--- src/rtl/mem_arbiter.sv ---
// mem_arbiter: shares one downstream memory channel between the CPU
// instruction-fetch port and the load/store port. Loads and stores win
// over fetches. The last fetched word sits in a one-entry buffer, and a
// per-access timeout keeps the pipeline moving if memory never answers.
module mem_arbiter #(
    parameter int ADDR_W  = 18,
    parameter int DATA_W  = 16,
    parameter int TIMEOUT = 15
) (
    input  logic              clk,
    input  logic              rst,
    input  logic [ADDR_W-1:0] inst_addr_i,
    output logic [DATA_W-1:0] inst_data_o,
    output logic              inst_valid_o,
    input  logic              data_re_i,
    input  logic              data_we_i,
    input  logic [ADDR_W-1:0] data_addr_i,
    input  logic [DATA_W-1:0] data_wdata_i,
    output logic [DATA_W-1:0] data_rdata_o,
    output logic              data_done_o,
    output logic              stall_o,
    output logic              mem_en_o,
    output logic              mem_we_o,
    output logic [ADDR_W-1:0] mem_addr_o,
    output logic [DATA_W-1:0] mem_wdata_o,
    input  logic [DATA_W-1:0] mem_rdata_i,
    input  logic              mem_done_i,
    output logic              err_o,
    output logic [1:0]        dbg_state
);

    typedef enum logic [1:0] {
        IDLE = 2'd0,
        DATA = 2'd1,
        INST = 2'd2
    } state_t;

    // cnt holds the number of cycles already spent waiting; the abort
    // fires on the edge that would complete the TIMEOUT-th cycle.
    localparam logic [7:0]        CNT_LAST = 8'(TIMEOUT - 1);
    localparam logic [DATA_W-1:0] RD_ERR   = {DATA_W{1'b1}};
    localparam logic [DATA_W-1:0] NOP_WORD = DATA_W'(16'h0800);

    state_t            state, next_state;
    logic [7:0]        cnt;
    logic [ADDR_W-1:0] ibuf_addr;
    logic [DATA_W-1:0] ibuf_data;
    logic              ibuf_vld;
    logic              data_req;
    logic              launch_data, launch_inst, finish, abort;

    assign data_req     = data_re_i | data_we_i;
    assign inst_valid_o = ibuf_vld && (ibuf_addr == inst_addr_i);
    assign inst_data_o  = ibuf_data;
    assign stall_o      = (data_req && !data_done_o) || !inst_valid_o;
    assign dbg_state    = state;

    // State register.
    always_ff @(posedge clk or negedge rst) begin
        if (!rst) state <= IDLE;
        else      state <= next_state;
    end

    // Next state and one-cycle control strobes. A data request is not
    // relaunched while its done pulse is out, which lets a pending fetch
    // miss launch in that same cycle.
    always_comb begin
        next_state  = state;
        launch_data = 1'b0;
        launch_inst = 1'b0;
        finish      = 1'b0;
        abort       = 1'b0;
        case (state)
            IDLE: begin
                if (data_req && !data_done_o) begin
                    launch_data = 1'b1;
                    next_state  = DATA;
                end else if (!inst_valid_o) begin
                    launch_inst = 1'b1;
                    next_state  = INST;
                end
            end
            DATA, INST: begin
                if (mem_done_i) begin
                    finish     = 1'b1;
                    next_state = IDLE;
                end else if (cnt == CNT_LAST) begin
                    abort      = 1'b1;
                    next_state = IDLE;
                end
            end
            default: next_state = IDLE;
        endcase
    end

    // Downstream channel, timeout counter, data result and instruction buffer.
    always_ff @(posedge clk or negedge rst) begin
        if (!rst) begin
            mem_en_o     <= 1'b0;
            mem_we_o     <= 1'b0;
            mem_addr_o   <= '0;
            mem_wdata_o  <= '0;
            data_done_o  <= 1'b0;
            data_rdata_o <= '0;
            err_o        <= 1'b0;
            cnt          <= '0;
            ibuf_addr    <= '0;
            ibuf_data    <= '0;
            ibuf_vld     <= 1'b0;
        end else begin
            data_done_o <= 1'b0;
            if (launch_data) begin
                mem_en_o    <= 1'b1;
                mem_we_o    <= data_we_i;
                mem_addr_o  <= data_addr_i;
                mem_wdata_o <= data_wdata_i;
                cnt         <= '0;
            end else if (launch_inst) begin
                mem_en_o   <= 1'b1;
                mem_we_o   <= 1'b0;
                mem_addr_o <= inst_addr_i;
                cnt        <= '0;
            end else if (finish || abort) begin
                mem_en_o <= 1'b0;
                if (abort) err_o <= 1'b1;
                if (state == DATA) begin
                    data_done_o <= 1'b1;
                    if (abort)              data_rdata_o <= RD_ERR;
                    else if (!mem_we_o)     data_rdata_o <= mem_rdata_i;
                    // An aborted store may still have landed, so it
                    // invalidates a matching buffer entry as well.
                    if (mem_we_o && mem_addr_o == ibuf_addr) ibuf_vld <= 1'b0;
                end else begin
                    ibuf_addr <= mem_addr_o;
                    ibuf_data <= abort ? NOP_WORD : mem_rdata_i;
                    ibuf_vld  <= 1'b1;
                end
            end else if (state != IDLE) begin
                cnt <= cnt + 8'd1;
            end
        end
    end

endmodule

--- config.mk ---
export PLATFORM = sky130hd
export DESIGN_NAME = mem_arbiter
export DESIGN_NICKNAME = d
export VERILOG_FILES = /design/src/rtl/mem_arbiter.sv
export SDC_FILE = /design/constraint.sdc
export NUM_CORES = 1
export LEC_CHECK = 0
export ABC_AREA = 1
export BUFFER_PORTS_ARGS = -buffer_cell sky130_fd_sc_hd__buf_4
export CAP_MARGIN = 20
export CORE_MARGIN = 1
export CORE_UTILIZATION = 50
export DETAILED_ROUTE_END_ITERATION = 10
export MAX_ROUTING_LAYER = met4
export PLACE_DENSITY_LB_ADDON = 0.05
export SLEW_MARGIN = 20
export SYNTH_ARGS = -nofsm -noshare
export SYNTH_HDL_FRONTEND = slang
export SYNTH_SLANG_ARGS = --single-unit
export TNS_END_PERCENT = 100
--- constraint.sdc ---
create_clock -name clk -period 5 [get_ports clk]
set_input_delay 0.5 -clock clk [delete_from_list [all_inputs] [get_ports clk]]
set_output_delay 0.5 -clock clk [all_outputs]
set_load 0.02 [all_outputs]
Yosys cells after proc, flatten, opt, wreduce, memory -nomap -nowiden
Cells that the tools add are included.
{ "classes": {"n_reduce_logical": 19, "order_cmp": 0, "shifts": 0, "mux": 35, "addsub": 1, "div": 0, "n_mul": 0, "eq_ne": 10, "n_bitwise": 4} }
{ "ops": {"columns": ["cell", "n"], "rows": [
  ["$mux 16", 3],
  ["$eq 18x18->1", 2],
  ["$mux 18", 2],
  ["$mux 8", 4],
  ["$mux 1", 21],
  ["$reduce_and 4->1", 3],
  ["$ne 3x3->1 const B", 3],
  ["$add 8x1->8 const B", 1],
  ["$eq 8x4->1 const B", 1],
  ["$mux 2", 4],
  ["$reduce_bool 3->1", 2],
  ["$reduce_and 5->1", 1],
  ["$ne 2x1->1 const B", 2],
  ["$pmux 2 s2", 1],
  ["$reduce_and 2->1", 2],
  ["$reduce_bool 2->1", 2],
  ["$logic_and 1x1->1", 3],
  ["$not 1->1", 3],
  ["$eq 2x1->1 const B", 1],
  ["$eq 2x2->1 const B", 1],
  ["$logic_not 1->1", 2],
  ["$logic_not 2->1", 1],
  ["$logic_or 1x1->1", 2],
  ["$reduce_or 2->1", 1],
  ["$or 1x1->1", 1]
]} }
{ "totals": {"memories": 0, "latchBits": 0, "in_bits": 73, "ff_bits": 99, "elab_cells": 81, "romBits": 0, "ram_bits": 0} }

Logic depth before layout (Yosys ltp)
Gate-level depths: netlist of run 1.
{ "depth": {"ltp_word": 8, "ltp_mapped": 13, "mapped_depth_nobuf": 12} }

Least setup slack after synthesis of run 1
OpenSTA, ideal clock, no wires.
{ "synth_path": {"path_kind": "input to output", "startpoint": "in inst_addr_i[5]", "endpoint": "out stall_o", "path_stages": 7, "t_arrival_ns": 2.018, "n_path_buf": 0, "slack_ns": 2.482, "path_cell_list": "inv_1 nand2_1 nand2_1 nor4_1 nand3_1 nor4_1 nand2_1"} }
{ "synth_between": {"elab_chain_len": 4} }
{ "synth_rtl": {"columns": ["element", "line_no", "rtl"], "rows": [
  ["start: declaration", "12", "input logic [ADDR_W-1:0] inst_addr_i,"],
  ["$eq 18x18->1", "53", "assign inst_valid_o = ibuf_vld && (ibuf_addr == inst_addr_i);"],
  ["$logic_and 1x1->1", "53", null],
  ["via inst_valid_o", "14", "output logic inst_valid_o,"],
  ["$logic_not 1->1", null, null],
  ["$logic_or 1x1->1", "55", "assign stall_o = (data_req && !data_done_o) || !inst_valid_o;"],
  ["end: declaration", "21", "output logic stall_o,"]
]} }
The timed path passes the listed nets, and every way through them passes these cells.

Worst setup path in the final report of run 1
{ "layout_path": {"startpoint": "reg ibuf_addr[16]", "endpoint": "out stall_o"} }
{ "layout_between": {"elab_chain_len": 4} }
{ "layout_rtl": {"columns": ["element", "line_no", "rtl"], "rows": [
  ["start: declaration", "46", "logic [ADDR_W-1:0] ibuf_addr;"],
  ["start signal: assignment", "134", "ibuf_addr <= mem_addr_o;"],
  ["$eq 18x18->1", "53", null],
  ["$logic_and 1x1->1", "53", null],
  ["$logic_not 1->1", null, null],
  ["$logic_or 1x1->1", "55", null]
]} }
Every way passes these cells.

==> results of run 1 <==
[synth_stat cells, types with 2 or more instances]
cell and number:
o21ai_1 11, nor3_1 6, inv_2 4, xnor2_1 3, nor4_1 4, ha_1 4, o21ai_0 60, nor2_1 50
nand4_1 5, o21ai_2 22, buf_1 2, nand2_1 245, buf_6 7, dfrtp_1 99, clkbuf_1 9, o22ai_1 6
xor2_1 10, nand3_4 2, buf_2 5, inv_1 65, nand3_1 18
[per-layer routing]
| metal | up-vias | global-route usage (%) | wire, microns |
|---|---|---|---|
| li1 | 2321 | - | - |
| met3 | 24 | 5.22 | 812 |
| met4 | 0 | 10.3 | 249 |
| met1 | 2125 | 34.1 | 5700 |
| met2 | 144 | 38.2 | 6000 |
| met5 | - | - | 0 |
[registers in the layout, indices dropped and copies added (netlist names)]
register	flops
cnt	8
data_done_o	1
data_rdata_o	16
dbg_state	2
err_o	1
ibuf_addr	18
ibuf_vld	1
inst_data_o	16
mem_addr_o	18
mem_en_o	1
mem_wdata_o	16
mem_we_o	1
[layout make-up]
| class | instances | area, sq um | share of cell area (%) |
|---|---|---|---|
| inverters | 70 | 263 | 4.07 |
| clock buffers | 9 | 124 | 1.92 |
| multi-input cells | 461 | 2220 | 34.4 |
| well taps | 133 | 166 | 2.58 |
| clock inverters | 7 | 98.8 | 1.53 |
| repair buffers | 148 | 1110 | 17.2 |
| flip-flops and latches | 99 | 2480 | 38.3 |
[worst min path at each step]
stage,start,end,slack [ns],cells after the start
floorplan,rst,cnt[0]$_DFFE_PN0P_,0.20,0
global placement,mem_wdata_o[0]$_DFFE_PN0P_,mem_wdata_o[0]$_DFFE_PN0P_,0.46,2
finish,rst,mem_addr_o[7]$_DFFE_PN0P_,0.11,1
detailed placement,mem_wdata_o[11]$_DFFE_PN0P_,mem_wdata_o[11]$_DFFE_PN0P_,0.46,2
global route,rst,mem_addr_o[7]$_DFFE_PN0P_,0.17,1
CTS,rst,data_done_o$_DFF_PN0_,0.14,1
[kinds of logic (layout without fill, tap and decap cells)]
| group | count (synthesis) | count (layout) | share of synthesized area, % |
|---|---|---|---|
| AOI/OAI and AO/OA | 106 | 106 | 12.7 |
| xor gates and xnor gates | 13 | 13 | 2.23 |
| buffers and inverters | 95 | 234 | 8.31 |
| muxes | 1 | 1 | 0.196 |
| adders and majority gates | 4 | 4 | 0.978 |
| DFF | 99 | 99 | 48.4 |
| and+or+nand+nor | 337 | 337 | 27.1 |
[placed cells by master, fill, tap and decap left out, types with 2 or more instances in the layout]
cell       instances
buf_4            148
bufinv_16          2
clkbuf_8           9
dfrtp_1           99
ha_1               4
inv_1             65
inv_2              4
inv_6              2
nand2_1          245
nand3_1           18
nand3_4            2
nand4_1            5
nor2_1            49
nor3_1             6
nor4_1             4
o21ai_0           60
o21ai_1           11
o21ai_2           22
o22ai_1            6
xnor2_1            3
xor2_1            10
[critical path: stages, from the launching register on]
cell     delay (ns)
dfrtp_1        0.43
xnor2_1        0.25
inv_1          0.10
nor3_1         0.14
nand3_1        0.11
nor4_1         0.41
nand2_1        0.13
buf_4          0.19
[power by group through the flow]
stage,logic (mW),clock network (mW),registers [mW]
floorplan,1.02,0,1.70
global placement,2.00,0,1.40
detailed placement,2.05,0,1.41
CTS,2.06,0.596,1.41
global route,2.26,0.621,1.45
finish,2.04,0.585,1.41
==> qor.csv, run 1 <==
metric,value,unit
outcome,finished clean,
async_flop_share,100,%
p_comb_share,50.7,%
wl_per_cell,13.8,microns
synth_cell_types,39,
p_per_area,624,nW/um^2
die-area,10600,sq um
total_power,4.03,mW
gp_congestion,0.950,
relSlewSlack,37.2,%
cts-resized-gates,0,
clock_latency,0.37,ns
synth_top_area_share,48.4,%
rsz0062_at_grt,false,
r2r_setup_slack,2.40,ns
max_cap_viol_count,0,
synth-edff-count,0,
crit_required,4.50,ns
tightest_slew,0.916,ns
switching_share,45.5,%
syn_area,5120,sq um
via_per_inst,4.98,
die_x,103,microns
clock.fmax,381,MHz
cp-start-kind,register,
fin_area,6460,sq um
ys_ff_latch,99,
instances_no_fill,927,
n_fill_cell,882,
grt_overflow,0,
skew,0.00796,ns
crit_start,ibuf_addr[16]$_DFFE_PN0P_,
path_max_fanout,4,
grt_pass1_vias,4181,
place_hpwl,9.27,mm
fin_setup_tns,0,ns
p_clk_share,14.5,%
core_area,9860,sq um
reg2reg_from,cnt[0]$_DFFE_PN0P_,
p_switching,1.84,mW
hold_buffers,0,
drc,0,
first_iter_violations,205,
ant_nets,0,
yosys.area.top_type,dfrtp_1,
ys_seq_area_share,48.4,%
final_hold_viol_count,0,
dpl_cell_area,6240,sq um
p_seq_share,34.8,%
die_y,103,microns
track_usage,25.5,%
ir_worst_vdd,320,uV
hp-class,in2async,
dr.pass1.iters,5,
port_buffers,146,
final_util,65.5,%
period_share,52.5,%
htreeDepth,3,
drive_above_1_share,25.2,%
ios,147,
placed_cells,911,
finalWorstSetupSlack,2.37,ns
synth_nets,732,
std_cell_rows,36,
finalSetupViolCount,0,
fin_hold_ws,0.105,ns
root_buffer,clkbuf_8,
yosys_warnings,0,
numCtsBuffers,9,
synth-main-ff-cell,dfrtp_1,
reg2reg_to,data_rdata_o[11]$_DFFE_PN0P_,
syn_avg_cell_area,7.81,sq um
antenna_found_initial,0,
drt_wl_total,12.8,mm
diodes,0,
arrival,2.13,ns
grt_pass1_wl,20.1,mm
cts_tree,built,
cts_sinks,99,
endpoint,stall_o,
synth_area_leaders,"dfrtp_1, nand2_1, o21ai_0",
fin_crit,2.63,ns
worst_r2r_path_depth,9,
area_growth,26.3,%
clock_path_buffers,2,
grt_max_degree,70,
start_util,51.9,%
worst_setup_path_end_kind,output port,
internal_power,2.20,mW
clkTransAtPathRegs,0.10,ns
leakagePower,3.44,nW
netlist_instances,655,
post_cts_buffers,0,
slew_viol_final,0,
num_vias,4614,
final_nets,866,
crit_type,reg2out,
place_ws,2.32,ns
No activity file was read; power rests on OpenSTA's default activity.
==> run 2, diff against run 1 <==
--- a/config.mk
+++ b/config.mk
@@ -9,7 +9,7 @@
 export BUFFER_PORTS_ARGS = -buffer_cell sky130_fd_sc_hd__buf_4
 export CAP_MARGIN = 20
 export CORE_MARGIN = 1
-export CORE_UTILIZATION = 50
+export CORE_UTILIZATION = 47
 export DETAILED_ROUTE_END_ITERATION = 10
 export MAX_ROUTING_LAYER = met4
 export PLACE_DENSITY_LB_ADDON = 0.05
==> constraint.sdc (replaced) <==
create_clock -name clk -period 2.4 [get_ports clk]
set_input_delay 0.24 -clock clk [delete_from_list [all_inputs] [get_ports clk]]
set_output_delay 0.24 -clock clk [all_outputs]
set_load 0.02 [all_outputs]
==> run 2 against run 1 <==
Effect of this change:
- die area up 6.3%
- combinational power increased by 110%
- utilization decreased by 2.7 points
- non-clock buffer count increased by 7
- wire length grew 2.6%
==> qor.csv, run 2 (same netlist as run 1, synthesis figures left out) <==
metric,value,unit,change
outcome,finished clean,,
hp-class,in2reg,,
dpl_cell_area,6310,sq um,+1.2%
final_hold_viol_count,0,,unchanged
root_buffer,clkbuf_8,,
instances_no_fill,937,,+1.1%
switching_share,45.6,%,+0.15 points
crit_required,2.16,ns,-2.34 ns
ios,147,,unchanged
fin_hold_ws,0.0541,ns,-0.0511 ns
die-area,11300,sq um,+6.3%
drc,0,,unchanged
place_hpwl,9.52,mm,+2.7%
post_cts_buffers,0,,unchanged
diodes,0,,unchanged
tightest_slew,0.899,ns,-0.0169 ns
clkTransAtPathRegs,0.10,ns,about the same
placed_cells,920,,+0.99%
top_regs,"ibuf_addr (18), mem_addr_o (18)",,
die_x,106,microns,+3.1%
area_growth,27.8,%,
arrival,2.02,ns,-0.11 ns
cp_slowest_cell,dfrtp_1,,
clock.fmax,443,MHz,
multi_input_area,2240,sq um,+0.68%
gp_congestion,0.882,,-7.1%
port_buffers,146,,unchanged
cp_num_cells,8,,+1
dr.pass1.iters,5,,unchanged
p_comb_share,51.6,%,+0.9 points
final_util,62.8,%,-2.7 points
ir_worst_vdd,730,uV,+130%
path_max_fanout,3,,-1
grt_pass1_vias,4567,,+9.2%
die_y,106,microns,+3.1%
std_cell_rows,37,,+2.8%
ant_nets,0,,unchanged
critPathBufInv,2,,unchanged
worst_r2r_path_depth,10,,+1
max_cap_viol_count,0,,unchanged
cts_sinks,99,,unchanged
leakagePower,3.48,nW,+1.1%
wl_per_cell,14.0,microns,+1.5%
htreeDepth,3,,unchanged
antenna_found_initial,0,,unchanged
worst_setup_path_end_kind,output port,,
track_usage,25.1,%,-0.40 points
relSlewSlack,40.0,%,+2.8 points
min_path_cells,3,,
core_area,10400,sq um,+5.6%
cp_slowest_stage_delay,0.38,ns,-0.05 ns
p_per_area,1280,nW/um^2,+110%
clock_latency,0.38,ns,about the same
n_fill_cell,933,,+5.8%
numCtsBuffers,9,,unchanged
final_common_cell,nand2_1,,
final_cell_mix,"nand2_1, buf_4, dfrtp_1",,
crit_type,reg2out,,
skew,0.0104,ns,+0.00243 ns
finalSetupViolCount,0,,unchanged
crit_path_frequent_cell,nand2_1,,
crit_chain,"inv_1, nand2_1, nand2_1, nor4_1, nand3_1, nor4_4, nand2_1, buf_4",,
fin_crit,2.26,ns,
layout.area.seq,2480,sq um,unchanged
finalWorstSetupSlack,0.142,ns,-2.23 ns
grt_pass1_wl,21.5,mm,+7.2%
grt_overflow,0,,unchanged
slew_viol_final,0,,unchanged
final_nets,873,,+0.81%
p_seq_share,34.9,%,about the same
first_iter_violations,247,,+20%
place_ws,0.312,ns,-2.01 ns
cts_tree,built,,
drt_wl_total,13.1,mm,+2.6%
fin_area,6540,sq um,+1.2%
grt_max_degree,70,,unchanged
rsz0062_at_grt,false,,
internal_power,4.56,mW,+110%
total_power,8.39,mW,+110%
period_share,94.1,%,
cp_top_family,simple AND/OR/NAND/NOR gates,,
clock_path_buffers,2,,unchanged
cp-start-kind,register,,
start_util,49.1,%,-2.7 points
fin_setup_tns,0,ns,unchanged
drive_above_1_share,25.6,%,+0.40 points
via_per_inst,4.91,,-1.5%
num_vias,4596,,-0.39%
p_switching,3.83,mW,+110%
p_clk_share,13.5,%,-1.0 points
run 2: final cells by class:
type                    count  area share [%]
clock buffers              12            2.22
clock inverters             4           0.861
repair buffers            155            18.2
flip-flops and latches     99            37.9
well taps                 136            2.60
inverters                  70            4.02
multi-input cells         461            34.2
run 2: metal layers:
layer | track usage, % | share of wire, %
met1 | 32.8 | 45
met2 | 39.3 | 48
met5 | - | 0
met4 | 7.74 | 1.8
met3 | 5.52 | 5.3
run 2: final timing paths:
check | startpoint | endpoint | slack [ns]
max reg2reg | cnt[0]$_DFFE_PN0P_ | data_rdata_o[14]$_DFFE_PN0P_ | 0.29
max in group asynchronous | rst | data_rdata_o[3]$_DFFE_PN0P_ | 1.29
min | data_wdata_i[8] | mem_wdata_o[8]$_DFFE_PN0P_ | 0.05
max | ibuf_addr[5]$_DFFE_PN0P_ | stall_o | 0.14
min in group asynchronous | rst | ibuf_addr[7]$_DFFE_PN0P_ | 0.40
min reg2reg | mem_wdata_o[15]$_DFFE_PN0P_ | mem_wdata_o[15]$_DFFE_PN0P_ | 0.48
run 2: power by group through the flow:
stage               Sequential (mW)  Clock (mW)  Combinational [mW]
global route                   3.03        1.21                4.79
CTS                            2.93        1.15                4.36
global placement               2.92           0                4.27
finish                         2.93        1.13                4.33
detailed placement             2.95           0                4.34
floorplan                      3.55           0                2.12
run 2: repair_timing:
| action | in CTS | in global routing |
|---|---|---|
| hold buffers | 1 | 0 |
| gates resized for setup | 1 | 1 |
| hold endpoints to repair | 44 | 0 |
| setup endpoints to repair | 1 | 1 |
run 2: tightest hold or removal path: stages:
cell and delay (ns):
buf_4 0.08, nand2_1 0.04, nand2_1 0.05
==> run 3, diff against run 2 <==
--- a/config.mk
+++ b/config.mk
@@ -6,11 +6,11 @@
 export NUM_CORES = 1
 export LEC_CHECK = 0
 export ABC_AREA = 1
-export BUFFER_PORTS_ARGS = -buffer_cell sky130_fd_sc_hd__buf_4
 export CAP_MARGIN = 20
 export CORE_MARGIN = 1
-export CORE_UTILIZATION = 47
+export CORE_UTILIZATION = 50
 export DETAILED_ROUTE_END_ITERATION = 10
+export DONT_BUFFER_PORTS = 1
 export MAX_ROUTING_LAYER = met4
 export PLACE_DENSITY_LB_ADDON = 0.05
 export SLEW_MARGIN = 20
==> constraint.sdc (replaced) <==
create_clock -name clk -period 2.57 [get_ports clk]
set_input_delay 0.257 -clock clk [delete_from_list [all_inputs] [get_ports clk]]
set_output_delay 0.257 -clock clk [all_outputs]
set_load 0.02 [all_outputs]
==> run 3 against run 2 <==
Effect of this change:
- clock power increased by 12%
- cell area fell by 13%
- setup slack better by 0.16 ns
- flip-flop and latch count unchanged
- count of clock-buffer cells in the layout decreased by 3
- combinational power fell by 44%
- hold slack lost 0.031 ns
- clock skew grew 0.00054 ns
- first-iteration DRC count fell by 21%
==> qor.csv, run 3 (same netlist as run 1, synthesis figures left out) <==
metric,value,unit,change
outcome,finished clean,,
fin_crit,2.27,ns,
track_usage,25.4,%,+0.26 points
area_growth,11.5,%,
grt_overflow,0,,unchanged
cts_tree,built,,
cts_sinks,99,,unchanged
rsz0062_at_grt,false,,
numCtsBuffers,9,,unchanged
p_clk_share,17.6,%,+4.1 points
final_common_cell,nand2_1,,
drive_above_1_share,9.01,%,-17 points
ir_worst_vdd,704,uV,-3.6%
r2r_setup_slack,0.32,ns,+0.03 ns
grt_pass1_wl,19.3,mm,-10%
drc,0,,unchanged
tightest_slew,0.861,ns,-0.0381 ns
wl_per_cell,15.5,microns,+11%
htreeDepth,3,,unchanged
die-area,10600,sq um,-5.9%
gp_congestion,0.889,,+0.82%
min_path_cells,2,,-1
core_area,9860,sq um,-5.3%
antenna_found_initial,0,,unchanged
final_util,57.8,%,-5.0 points
p_switching,3.47,mW,-9.3%
finalWorstSetupSlack,0.299,ns,+0.157 ns
worst_setup_path_end_kind,output port,,
place_hpwl,8.78,mm,-7.8%
std_cell_rows,36,,-2.7%
period_share,88.4,%,
crit_type,reg2out,,
finalSetupViolCount,0,,unchanged
p_per_area,1260,nW/um^2,-1.6%
drt_wl_total,12.6,mm,-4.0%
dpl_cell_area,5180,sq um,-18%
cp-start-kind,register,,
skew,0.0109,ns,+0.000536 ns
path_max_fanout,4,,+1
grt_pass1_vias,3925,,-14%
top_regs,"ibuf_addr (18), mem_addr_o (18)",,
crit_required,2.31,ns,+0.15 ns
clock.fmax,440,MHz,
via_per_inst,5.14,,+4.8%
first_iter_violations,194,,-21%
ant_nets,0,,unchanged
final_cell_mix,"nand2_1, dfrtp_1, inv_1",,
place_ws,0.329,ns,+0.0177 ns
placed_cells,770,,-16%
leakagePower,2.87,nW,-17%
worst_r2r_path_depth,9,,-1
grt_max_degree,100,,+43%
diodes,0,,unchanged
internal_power,3.73,mW,-18%
hp-class,in2reg,,
switching_share,48.2,%,+2.6 points
root_buffer,clkbuf_8,,
arrival,2.01,ns,about the same
max_cap_viol_count,0,,unchanged
p_comb_share,33.9,%,-18 points
post_cts_buffers,0,,unchanged
start_util,51.9,%,+2.7 points
instances_no_fill,810,,-14%
clock_path_buffers,2,,unchanged
final_hold_viol_count,0,,unchanged
die_x,103,microns,-3.0%
dr.pass1.iters,5,,unchanged
clock_latency,0.39,ns,about the same
slew_viol_final,0,,unchanged
die_y,103,microns,-3.0%
clkTransAtPathRegs,0.10,ns,about the same
p_seq_share,48.5,%,+14 points
final_nets,749,,-14%
relSlewSlack,42.5,%,+2.5 points
ios,147,,unchanged
port_buffers,0,,-100%
fin_area,5700,sq um,-13%
fin_setup_tns,0,ns,unchanged
num_vias,4162,,-9.4%
==> run 3: power by group through the flow <==
| stage | combinational [mW] | clock (mW) | sequential, mW |
|---|---|---|---|
| after CTS | 2.45 | 1.31 | 3.49 |
| after global placement | 2.29 | 0 | 3.50 |
| after detailed placement | 2.38 | 0 | 3.51 |
| after floorplan | 1.98 | 0 | 3.32 |
| after global routing | 2.82 | 1.38 | 3.58 |
| final | 2.44 | 1.27 | 3.49 |
==> run 3: worst max-delay path, cell delays in order, from the launching register on <==
cell and delay, ns:
dfrtp_1 0.41, inv_1 0.07, nand2_1 0.05, nand2_1 0.11, nor4_1 0.30, nand3_1 0.13, nor4_2 0.25, nand2_1 0.13
buf_4 0.18
==> run 3: final cells by class <==
cell class | count | area, sq um
fill | 922 | 4160
clock inverter | 7 | 135
timing repair buffer | 31 | 310
clock buffer | 9 | 124
multi-input combinational | 461 | 2230
tap | 133 | 166
sequential | 99 | 2480
inverter | 70 | 263
==> run 3: metal layers <==
layer	up-vias	wire, microns	GRT usage [%]
met2	128	5820	39.4
met5	-	0	-
li1	2094	-	-
met3	16	956	9.69
met1	1924	5620	31.3
met4	0	184	6.61
==> run 3: path summary, 6_finish.rpt <==
| path | start | to |
|---|---|---|
| min in group asynchronous | rst | ibuf_addr[4]$_DFFE_PN0P_ |
| min | mem_rdata_i[8] | inst_data_o[8]$_DFFE_PN0P_ |
| min reg2reg | cnt[6]$_DFFE_PN0P_ | cnt[6]$_DFFE_PN0P_ |
| max in group asynchronous | rst | data_rdata_o[14]$_DFFE_PN0P_ |
| max reg2reg | dbg_state[0]$_DFFE_PN0P_ | mem_addr_o[17]$_DFFE_PN0P_ |
| max | ibuf_addr[6]$_DFFE_PN0P_ | stall_o |
==> run 3: repair_timing <==
action                     CTS  global route
setup endpoints to repair    0             1
gates resized for setup      0             1
hold buffers                22             2
hold endpoints to repair   119             2
==> run 3: through the flow <==
stage | total power [mW] | hold slack [ns]
after floorplan | 5.30 | -0.0386
after global placement | 5.79 | -0.0364
after detailed placement | 5.89 | -0.0367
after CTS | 7.24 | 0.00159
after global routing | 7.77 | 0.00131
final | 7.20 | 0.0230
